$ cat config.mk
export PLATFORM = sky130hd
export DESIGN_NAME = store_buffer
export DESIGN_NICKNAME = d
export VERILOG_FILES = /design/src/rtl/store_buffer.sv
export SDC_FILE = /design/constraint.sdc
export NUM_CORES = 1
export LEC_CHECK = 0
export CORE_UTILIZATION = 40
export CTS_BUF_LIST = sky130_fd_sc_hd__clkbuf_2
export CTS_CLUSTER_SIZE = 8
export DETAILED_ROUTE_END_ITERATION = 10
export SETUP_SLACK_MARGIN = 0.1
export SLEW_MARGIN = 20
export SYNTH_ARGS = -nofsm -noshare
export SYNTH_HDL_FRONTEND = slang
export SYNTH_SLANG_ARGS = --single-unit
$ cat constraint.sdc
create_clock -name clk -period 7.1 [get_ports clk]
set_clock_uncertainty 0.1 [all_clocks]
set_input_delay 0.71 -clock clk [delete_from_list [all_inputs] [get_ports clk]]
set_output_delay 0.71 -clock clk [all_outputs]
set_load 0.03 [all_outputs]
$ cat src/rtl/store_buffer.sv
// Posted-write store buffer between the MEM stage and dmem: stores are queued in
// program order and drained into the shared dmem port whenever no load holds it.

module store_buffer_entry (
    input  logic        clk,
    input  logic        rst_n,
    input  logic        wr_en,
    input  logic        clr,
    input  logic [31:0] wr_addr,
    input  logic [31:0] wr_data,
    input  logic [1:0]  wr_size,
    input  logic [29:0] ld_word,
    output logic [31:0] addr,
    output logic [31:0] data,
    output logic [1:0]  size,
    output logic        match
);
    logic valid;

    always_ff @(posedge clk or negedge rst_n) begin
        if (!rst_n)     valid <= 1'b0;
        else if (wr_en) valid <= 1'b1;
        else if (clr)   valid <= 1'b0;
    end

    // Payload needs no reset: it is only observed while valid is set.
    always_ff @(posedge clk) begin
        if (wr_en) begin
            addr <= wr_addr;
            data <= wr_data;
            size <= wr_size;
        end
    end

    // Word-granular compare: any byte overlap in the same word counts as a hit.
    assign match = valid & (addr[31:2] == ld_word);
endmodule

module store_buffer #(
    parameter int DEPTH = 4,
    parameter int CNTW  = 3
) (
    input  logic            clk,
    input  logic            rst_n,
    input  logic            st_valid,
    input  logic [31:0]     st_addr,
    input  logic [31:0]     st_data,
    input  logic [1:0]      st_size,
    output logic            st_ready,
    input  logic            ld_valid,
    input  logic [31:0]     ld_addr,
    input  logic [1:0]      ld_size,
    output logic            ld_hazard,
    input  logic            flush_req,
    output logic            flush_done,
    output logic [31:0]     dm_addr,
    output logic [31:0]     dm_wData,
    output logic [1:0]      dm_dsize,
    output logic            dm_writeEnable,
    output logic            empty,
    output logic [CNTW-1:0] count,
    output logic            err
);
    localparam int AW = (DEPTH > 1) ? $clog2(DEPTH) : 1;

    typedef enum logic [1:0] {RUN, FLUSH, DONE} state_t;

    state_t                  state, state_nxt;
    logic [AW-1:0]           head, tail;
    logic [CNTW-1:0]         count_nxt;
    logic [DEPTH-1:0][31:0]  e_addr, e_data;
    logic [DEPTH-1:0][1:0]   e_size;
    logic [DEPTH-1:0]        e_match;
    logic                    accept, bad, push, pop, hit, grant;

    genvar i;
    generate
        for (i = 0; i < DEPTH; i++) begin : g_ent
            store_buffer_entry u_ent (
                .clk     (clk),
                .rst_n   (rst_n),
                .wr_en   (push & (tail == AW'(i))),
                .clr     (pop  & (head == AW'(i))),
                .wr_addr (st_addr),
                .wr_data (st_data),
                .wr_size (st_size),
                .ld_word (ld_addr[31:2]),
                .addr    (e_addr[i]),
                .data    (e_data[i]),
                .size    (e_size[i]),
                .match   (e_match[i])
            );
        end
    endgenerate

    // A rejected store is still consumed so the pipeline never retries it.
    always_comb begin
        accept = st_valid & st_ready;
        bad    = (st_size == 2'd2)
               | ((st_size == 2'd3) & (|st_addr[1:0]))
               | ((st_size == 2'd1) & st_addr[0]);
        push   = accept & ~bad;
    end

    assign empty     = (count == '0);
    assign hit       = ld_valid & (|e_match);
    assign ld_hazard = hit;
    assign grant     = ~empty & (~ld_valid | hit);
    assign pop       = grant;
    assign count_nxt = count + CNTW'(push) - CNTW'(pop);

    always_comb begin
        dm_addr        = ld_addr;
        dm_wData       = '0;
        dm_dsize       = ld_size;
        dm_writeEnable = 1'b0;
        if (grant) begin
            dm_addr        = e_addr[head];
            dm_wData       = e_data[head];
            dm_dsize       = e_size[head];
            dm_writeEnable = 1'b1;
        end
    end

    always_comb begin
        state_nxt = state;
        case (state)
            RUN:     if (flush_req) state_nxt = FLUSH;
            FLUSH:   if (count_nxt == '0) state_nxt = DONE;
            DONE:    state_nxt = RUN;
            default: state_nxt = RUN;
        endcase
    end

    // st_ready and flush_done are registered off the next-state view.
    always_ff @(posedge clk or negedge rst_n) begin
        if (!rst_n) begin
            state      <= RUN;
            head       <= '0;
            tail       <= '0;
            count      <= '0;
            st_ready   <= 1'b1;
            flush_done <= 1'b0;
            err        <= 1'b0;
        end else begin
            state      <= state_nxt;
            count      <= count_nxt;
            st_ready   <= (count_nxt < CNTW'(DEPTH)) & (state_nxt == RUN);
            flush_done <= (state_nxt == DONE);
            if (push)         tail <= tail + AW'(1);
            if (pop)          head <= head + AW'(1);
            if (accept & bad) err  <= 1'b1;
        end
    end
endmodule

=== After elaboration in Yosys (flattened, before gate mapping) ===
Index checks and enable logic that the tools add are counted.

* Add/sub/neg operators: 4
* Reduce and logical (&&, ||, !) cells: 12
* Bitwise gates (word level): 26
* Eq/ne operators: 15
* Magnitude comparators: 2
* Mux-type cells: 21

{| class="wikitable"
|+ Operator list
! cell !! count
|-
| $bmux 32 s2 || 2
|-
| $mux 32 || 4
|-
| $eq 30x30->1 || 4
|-
| $and 1x1->1 || 20
|-
| $eq 2x2->1 const B || 7
|-
| $mux 1 || 9
|-
| $eq 2x1->1 const B || 4
|-
| $logic_not 2->1 || 4
|-
| $mux 2 || 4
|-
| $reduce_bool 2->1 || 4
|-
| $logic_not 3->1 || 2
|-
| $add 2x1->2 const B || 2
|-
| $bmux 2 s2 || 1
|-
| $pmux 2 s2 || 1
|-
| $reduce_or 4->1 || 1
|-
| $add 3x1->3 || 1
|-
| $lt 2x3->1 const B || 1
|-
| $lt 3x3->1 const B || 1
|-
| $not 1->1 || 3
|-
| $or 1x1->1 || 3
|-
| $sub 3x1->3 || 1
|-
| $reduce_or 2->1 || 1
|}

* Output and inout bits: 75
* Register bits after elaboration: 280

=== Longest topological paths before layout ===
Gate-level depths: netlist (run 1).

* Depth in word-level cells: 13
* Gate-level depth with buffers: 16
* Depth with buffers taken out: 13

=== By module ===
A second synthesis (run 1) with hierarchy kept.

* Cell total of the unflattened synthesis: 653
* Area total of the unflattened synthesis: 12364.4 sq um

{| class="wikitable"
|+ Modules (own cells, without submodules)
! module !! area each (sq um) !! cells each !! instances
|-
| store_buffer_entry || 2351.0 || 109 || 4
|-
| store_buffer || 2960.3 || 217 || 1
|}

=== Worst setup path after synthesis (run 1) ===
Ideal clock, no wire load.

* Path kind: input port to flip-flop
* From: input ld_addr[24]
* To: register st_ready
* Path slack: 3.341 ns
* Data required time: 6.918 ns
* Stages on the path: 16
* Arrival time: 3.577 ns
* Cells stage by stage: buf_2 -> xnor2_1 -> nand4_1 -> nor4_1 -> a22oi_2 -> a31oi_4 -> buf_6 -> buf_8 -> ha_1 -> inv_1 -> ha_1 -> fa_1 -> xnor2_1 -> nor3_1 -> and3b_1 -> nor3_1

* Longest elaborated chain between the ends: 12

{| class="wikitable"
|+ Ends and longest elaborated chain
! element !! line !! text
|-
| from (decl) || 51 || <nowiki>input logic [31:0] ld_addr,</nowiki>
|-
| $eq 30x30->1 || 36 || <nowiki>assign match = valid & (addr[31:2] == ld_word);</nowiki>
|-
| $and 1x1->1 || 36 ||
|-
| $reduce_or 4->1 * || 106 || <nowiki>assign hit = ld_valid & (|e_match);</nowiki>
|-
| $and 1x1->1 * || 106 ||
|-
| $or 1x1->1 * || 108 || <nowiki>assign grant = ~empty & (~ld_valid | hit);</nowiki>
|-
| $and 1x1->1 * || 108 ||
|-
| $sub 3x1->3 * || 110 || <nowiki>assign count_nxt = count + CNTW'(push) - CNTW'(pop);</nowiki>
|-
| net count_nxt[2] || 70 || <nowiki>logic [CNTW-1:0] count_nxt;</nowiki>
|-
| $logic_not 3->1 * || 129 || <nowiki>FLUSH: if (count_nxt == '0) state_nxt = DONE;</nowiki>
|-
| $mux 2 * || 129 ||
|-
| $pmux 2 s2 * || 127 || <nowiki>case (state)</nowiki>
|-
| net state_nxt[1] || 68 || <nowiki>state_t state, state_nxt;</nowiki>
|-
| $logic_not 2->1 * || 148 || <nowiki>st_ready <= (count_nxt < CNTW'(DEPTH)) & (state_nxt == RUN);</nowiki>
|-
| $and 1x1->1 * || 148 ||
|-
| to (signal assigned) || 148 ||
|-
| to (decl) || 49 || <nowiki>output logic st_ready,</nowiki>
|}

Mark *: on every way through the listed nets, which the timed path passes. The rest lies on a longest branch.
A chain may end at the register's enable or synchronous reset.

=== Final worst setup path (run 1) ===
* From: input ld_addr[5]
* To: output dm_addr[27]

* Longest elaborated chain between the ends: 7

{| class="wikitable"
|+ Ends and longest elaborated chain
! element !! line !! text
|-
| $eq 30x30->1 || 36 ||
|-
| $and 1x1->1 || 36 ||
|-
| $reduce_or 4->1 * || 106 ||
|-
| $and 1x1->1 * || 106 ||
|-
| $or 1x1->1 * || 108 ||
|-
| $and 1x1->1 * || 108 ||
|-
| $mux 32 * || 117 || <nowiki>if (grant) begin</nowiki>
|-
| to (decl) || 56 || <nowiki>output logic [31:0] dm_addr,</nowiki>
|}

Every way passes the cells marked *; elsewhere a longest branch is shown, timed or not.

==> results.md, run 1 <==
* Area of the multi-input gates at around 0.0038 mm2
* Drt drc at 48
* Overall Global Routing Usage at 0.1928
* Nets at 1015
* EDFF count, synth at about 260
* Synthesized area at roughly 0.013 mm2
* Max cap viols at 0
* Resize count post-CTS at 0
* First-pass GRT wire length at 44610 um
* Flops & latches, synth at 280
* Critical Path Max Stage Delay at just under 0.7 ns
* Clock power frac at 0.231
* Worst path slowest cell: a31oi_4
* Final max-slew violation count at 0
* Die Y at between 150 and 200 um
* Register area at roughly 0.0083 mm2
* Crit Path Category: primary input to output pin
* Sink Count at 280
* CTS H-tree depth at 3
* Post-CTS Setup Bufs at 0
* Synth area leaders: edfxtp_1 (63%), mux4_2 (12%), xnor2_1 (8.6%)
* Final min period at around 5.4 ns
* CP bufs+invs at 3
* Yosys warns at 0
* IO Port Bufs at about 180
* CTS buffer count at 74
* P&R area growth vs syn at 22.63%
* Power Density at slightly above 300 mW/mm2
* Main synth FF type: edfxtp_1
* Critical path's top delay family: buffers and inverters
* Final setup fails at 0
* Setup ws final at ~1.7 ns
* Part of the power in registers at 0.421
* Largest net degree at the start of global routing at 71
* Syn nets at between 800 and 900
* Layout fillers at 2617
* Post-CTS Hold Buffers at 0
* Setup TNS at 0 ns
* Leakage at roughly 0.005 uW
* Worst Tran Pin Value at ~0.86 ns
* Antenna violations before repair at 4
* Die Footprint at ~0.032 mm2
* Clock transition at path regs at approximately 0.11 ns
* Initial core utilization at 0.4080
* Seq/Total Area, Yosys at 0.6639
* Internal reg-to-reg setup slack at around 2.7 ns
* Vias in the first global route at 7645
* Reg2reg start: g_ent[1].u_ent.addr[5]
* Die width at 179.1 um
* Area leader, netlist: edfxtp_1
* Worst EP arrival at 4.62 ns
* Final Hold Fails at 0
* Layout cells sized above 1 at 0.2484
* Initial DRT Pass Iterations at 8
* Core area at 0.03075 mm2
* Clk Latency, worst-skew pair at 0.86 ns
* RePlAce Congestion at about 0.85
* Async set-reset flop share out of synthesis at 0.05714
* Worst slew margin at 0.4289
* R2R depth at 14
* Post-synth top area share at 0.6319
* Post-detail-place hpwl at about 20000 um
* Worst Hold Class: primary input to asynchronous set/reset pin
* Routed length per instance at 22.12 um
* Root Driver: clkbuf_2
* DRT Wirelength at 30010 um
* CP cell instances: clkdlybuf4s50_1, xnor2_1, nand3_1, nor4_1, a22oi_2, a31oi_4, buf_12, mux2_2, clkdlybuf4s50_1
* Worst-path fanout max at between 50 and 60
* Worst path most repeated cell: clkdlybuf4s50_1
* I/O pin count at 180
* Int Pwr at ~3200 uW
* Sw power at approximately 1600 uW
* Commonest non-fill, non-tap cell in the layout: edfxtp_1
* Tcrit/Tclk final at 0.7642
* Failing checks: DRC
* CTS tree: built
* Worst r2r dst: st_ready
* Grt total ovfl at 0
* RSZ-0062 raised after global routing: false
* Combinational share of power at 0.348
* Fmax at around 0.18 GHz
* Max Root-Sink Buffers at 3
* VDD IR max at about 0.18 mV
* Synth unique cells at 35
* 1st-iter DRT viols at around 500
* Vias at between 6000 and 7000
* Place WS at about 1.7 ns
* Vias/cell at between 5 and 6
* Crit start category: primary input
* Cells after Synth at between 600 and 700
* Critical Path RT at between 6 and 7 ns
* Post-DRT Antenna Nets at 0
* Status: finished, violations left
* Sw frac at 0.3381
* Most frequent cells in the layout: edfxtp_1 (264), clkdlybuf4s50_1 (179), xnor2_1 (123), clkbuf_2 (108), mux4_2 (66)
* Setup crit end kind: output pin
* Synth Area per Inst at 18.24 um2
* # rows at 64
* Crit path launch: ld_addr[5]
## sequential cells by signal (all words and copies together), names as in the netlist
| signal | cells |
|---|---|
| g_ent.u_ent.size | 8 |
| count | 3 |
| st_ready | 1 |
| flush_done | 1 |
| state | 2 |
| g_ent.u_ent.addr | 128 |
| g_ent.u_ent.data | 128 |
| err | 1 |
| tail | 2 |
| head | 2 |
| g_ent.u_ent.valid | 4 |
## Yosys cell counts, drive strengths merged, types with 4 or more instances
cell and number:
a31oi 5, nand3 4, o21bai 4, dfrtp 15, nand2 6, mux2 35
xnor2 123, nand4 28, buf 40, nor4 8, edfxtp 264, and2 36
inv 13, clkbuf 13, ha 10, mux4 66
## power by group through the flow
stage               logic [uW]  registers, uW  clock network [uW]
global route              1780           2040                1230
detailed placement        1610           2130                   0
finish                    1670           2020                1110
global placement          1590           2130                   0
CTS                       1620           2090                1160
floorplan                 1160           1980                   0
## kinds of logic (layout without fill, tap and decap cells)
kind of cell             Yosys count  after routing  share of synthesized area
flip-flops                       280            280                     0.6639
XOR/XNOR                         124            124                    0.08657
multiplexers                     101            101                     0.1499
AND/OR/NAND/NOR                   90             90                    0.04309
buffers and inverters             66            336                    0.03391
AO/OA/AOI/OAI                     16             16                    0.01107
adder cells (fa/ha/maj)           11             11                    0.01157
other                              0              3                          0
## worst reg2reg max path, stage by stage (launching register included)
cell and delay, ns:
edfxtp_1 0.42, xnor2_1 0.35, nand3_1 0.13, nor4_1 0.53, a22oi_2 0.24, a31oi_4 0.69
buf_12 0.32, ha_1 0.22, inv_1 0.04, ha_1 0.18, fa_1 0.41, xnor2_1 0.28
nor3_1 0.11, a211oi_1 0.31, nor3_1 0.08
## cell type report
type | count | share of cell area
inverter | 13 | 0.003172
tap | 396 | 0.03221
sequential | 280 | 0.5419
antenna | 3 | 0.0004880
clock buffer | 108 | 0.03513
timing repair buffer | 188 | 0.1298
clock inverter | 27 | 0.01025
multi-input combinational | 342 | 0.2471
## metrics by stage
stage	utilization	area (um2)	total power (uW)	hold slack (ns)	instances
after global placement	0.4716	14500	3717	0.3388	1212
after detailed placement	0.4765	14650	3734	0.3536	1218
after CTS	0.4992	15350	4869	0.1289	1353
after global routing	0.5002	15380	5044	0.2067	1355
final	0.5003	15380	4800	0.2070	1357
after floorplan	-	12550	3141	0.3144	688
## worst max path at each step
| stage | endpoint | slack, ns | cells past startpoint |
|---|---|---|---|
| floorplan | st_ready | 3.34 | 16 |
| global placement | dm_addr[31] | 1.77 | 9 |
| detailed placement | st_ready | 1.68 | 15 |
| CTS | dm_addr[31] | 1.67 | 9 |
| global route | dm_addr[27] | 1.58 | 9 |
| finish | dm_addr[27] | 1.67 | 9 |
## layer usage
metal	up-vias	track usage	share of wire
met2	248	0.3200	0.49
met3	48	0.05153	0.072
met1	3498	0.2397	0.41
li1	3134	-	-
met5	-	0	0.00040
met4	2	0.07563	0.022
Power figures use the tool's default switching activity.
==> inputs of run 2 (changes only) <==
==> constraint.sdc (replaced) <==
create_clock -name clk -period 4.7 [get_ports clk]
set_clock_uncertainty 0.1 [all_clocks]
set_input_delay 0.47 -clock clk [delete_from_list [all_inputs] [get_ports clk]]
set_output_delay 0.47 -clock clk [all_outputs]
set_load 0.03 [all_outputs]
==> run 2 against run 1 <==
Against the previous run:
- the flow still finishes with violations (DRC)
- via count up 0.27%
- power up 52%
- core utilization up 0.45 points
- critical path type is now register to output pin
- cell area up 0.90%
- cell count about the same
- critical endpoint is now dm_addr[19]
- global-route usage up 0.18 points
- non-clock buffer count up 12
- largest power group unchanged
- die area unchanged
- routed wire length up 1.8%
- setup slack worse by 1.4 ns
==> results.md, run 2 (synthesis gave the netlist of run 1 again) <==
* Int Pwr at 4829 uW (+52%)
* Reg2reg start: g_ent[0].u_ent.addr[30]
* Worst slew margin at 0.4613 (+0.03240)
* RePlAce Congestion at 0.8575 (+1.4%)
* Largest regs: g_ent.u_ent.addr (128), g_ent.u_ent.data (128), g_ent.u_ent.size (8)
* CTS H-tree depth at 3 (unchanged)
* Critical Path RT at 4.13 ns (-2.16 ns)
* Vias in the first global route at 7647 (+0.026%)
* Setup crit end kind: output pin
* Initial core utilization at 0.4080 (unchanged)
* Crit Path Category: register to output pin
* Vias at 6949 (+0.27%)
* Setup ws final at 0.2551 ns (-1.419 ns)
* Core area at 0.03075 mm2 (unchanged)
* Clock power frac at 0.229 (-0.002)
* First-pass GRT wire length at 44930 um (+0.71%)
* Final max-slew violation count at 0 (unchanged)
* Final Hold Fails at 0 (unchanged)
* Combinational share of power at 0.350 (+0.002)
* IO Port Bufs at 179 (unchanged)
* Die Y at 179.1 um (unchanged)
* Worst Hold Class: primary input to register
* CTS buffer count at 73 (-1.4%)
* Largest net degree at the start of global routing at 47 (-34%)
* Part of the power in registers at 0.421 (about the same)
* Layout cells sized above 1 at 0.2583 (+0.009899)
* Place WS at 0.08506 ns (-1.593 ns)
* Setup TNS at 0 ns (unchanged)
* I/O pin count at 180 (unchanged)
* Worst-path fanout max at 12 (-77%)
* Max Root-Sink Buffers at 3 (unchanged)
* VDD IR max at 0.2257 mV (+29%)
* Tcrit/Tclk final at 0.9457
* Sink Count at 280 (unchanged)
* Drt drc at 48 (unchanged)
* Power Density at 470.0 mW/mm2 (+51%)
* 1st-iter DRT viols at 454 (-7.0%)
* Post-detail-place hpwl at 20370 um (+2.1%)
* Vias/cell at 5.117 (+0.20%)
* Final Util at 0.5048 (+0.004516)
* Clk Latency, worst-skew pair at 0.83 ns (-0.03 ns)
* Hold endpoint: state[0]
* R2R depth at 14 (unchanged)
* Overall Global Routing Usage at 0.1946 (+0.001843)
* Leakage at 0.005209 uW (+4.3%)
* Worst r2r dst: st_ready
* Worst Tran Pin Value at 0.8056 ns (-0.05112 ns)
* # rows at 64 (unchanged)
* Fmax at around 0.22 GHz
* Total Power at 7296 uW (+52%)
* Most frequent cells in the layout: edfxtp_1 (264), clkdlybuf4s50_1 (161), xnor2_1 (118), clkbuf_2 (98), mux4_2 (66)
* Crit start category: register
* DRT Wirelength at 30550 um (+1.8%)
* Routed length per instance at 22.49 um (+1.7%)
* Clock transition at path regs at 0.09 ns (-0.02 ns)
* Initial DRT Pass Iterations at 7 (-1)
* Sw frac at 0.3382 (about the same)
* Nets at 1026 (+1.1%)
* P&R area growth vs syn at 23.74%
* Worst Hold Launch: flush_req
* Failing checks: DRC
* Grt total ovfl at 0 (unchanged)
* Die width at 179.1 um (unchanged)
* Post-DRT Antenna Nets at 0 (unchanged)
* Status: finished, violations left
* Max cap viols at 0 (unchanged)
* RSZ-0062 raised after global routing: false
* Die Footprint at 0.03208 mm2 (unchanged)
* CTS tree: built
* Commonest non-fill, non-tap cell in the layout: edfxtp_1
* Worst EP arrival at 3.87 ns (-0.75 ns)
* Internal reg-to-reg setup slack at 0.94 ns (-1.71 ns)
* Final setup fails at 0 (unchanged)
* Crit path launch: g_ent[0].u_ent.addr[30]
* Hold depth at 3
* Sw power at 2467 uW (+52%)
* Final min period at roughly 4.4 ns
* Root Driver: clkbuf_2
* Antenna violations before repair at 3 (-1)
* Post-CTS Setup Bufs at 0 (unchanged)
## run 2: cell types whose count changed in the layout (fill, tap and decap cells not counted), sizes merged, moves of 2 or more
cell | previous run | this run
clkbuf | 108 | 98
buf | 9 | 20
clkinv | 24 | 22
dlymetal6s2s | 0 | 18
clkdlybuf4s50 | 179 | 161
## run 2: metrics by stage
step | instances | hold WS, ns | instance area (um2)
after global routing | 1357 | 0.06462 | 15520
after global placement | 1230 | 0.3367 | 14720
after floorplan | 688 | 0.07441 | 12550
final | 1358 | 0.1573 | 15520
after CTS | 1356 | 0.05571 | 15440
after detailed placement | 1230 | 0.3483 | 14720
## run 2: worst max path at each step
stage	to	slack [ns]
finish	dm_addr[19]	0.26
global route	dm_addr[19]	0.11
CTS	dm_addr[31]	0.10
detailed placement	st_ready	0.09
global placement	dm_addr[31]	0.27
floorplan	st_ready	1.18
## run 2: power by group through the flow
stage	clock network, uW	registers, uW	logic [uW]
2_1_floorplan	0	2990	1750
3_3_place_gp	0	3130	2550
3_5_place_dp	0	3140	2580
4_1_cts	1740	3080	2600
5_1_grt	1860	3100	2720
6_report	1670	3070	2550
## run 2: area by class of cell
type / instances / area [um2]
fillers: 2612 / 15230
well taps: 396 / 495.5
diodes: 2 / 5.005
clock inverters: 27 / 182.7
multi-input cells: 342 / 3864
clock buffers: 98 / 490.5
inverters: 13 / 48.80
flip-flops and latches: 280 / 8337
repair buffers: 200 / 2101
## run 2: metal layers
layer,global-route usage,up-vias,part of all wire
li1,-,3138,-
met1,0.2434,3503,0.41
met2,0.3181,254,0.49
met3,0.05746,52,0.077
met4,0.07458,2,0.025
met5,0,-,0.00056
## run 2: worst max-delay path: stages (launching register included)
cell             delay, ns
edfxtp_1              0.41
xnor2_1               0.42
nand3_1               0.16
nor4_2                0.33
a22oi_2               0.22
a31oi_4               0.27
buf_12                0.19
buf_4                 0.15
mux2_2                0.34
clkdlybuf4s50_1       0.60
## run 2: timing repair
| item | in CTS | in global routing |
|---|---|---|
| cloned | 0 | 0 |
| resized for setup | 5 | 23 |
| hold buffers | 1 | 0 |
| endpoints found under the hold margin | 9 | 0 |
| setup endpoints to repair | 38 | 48 |
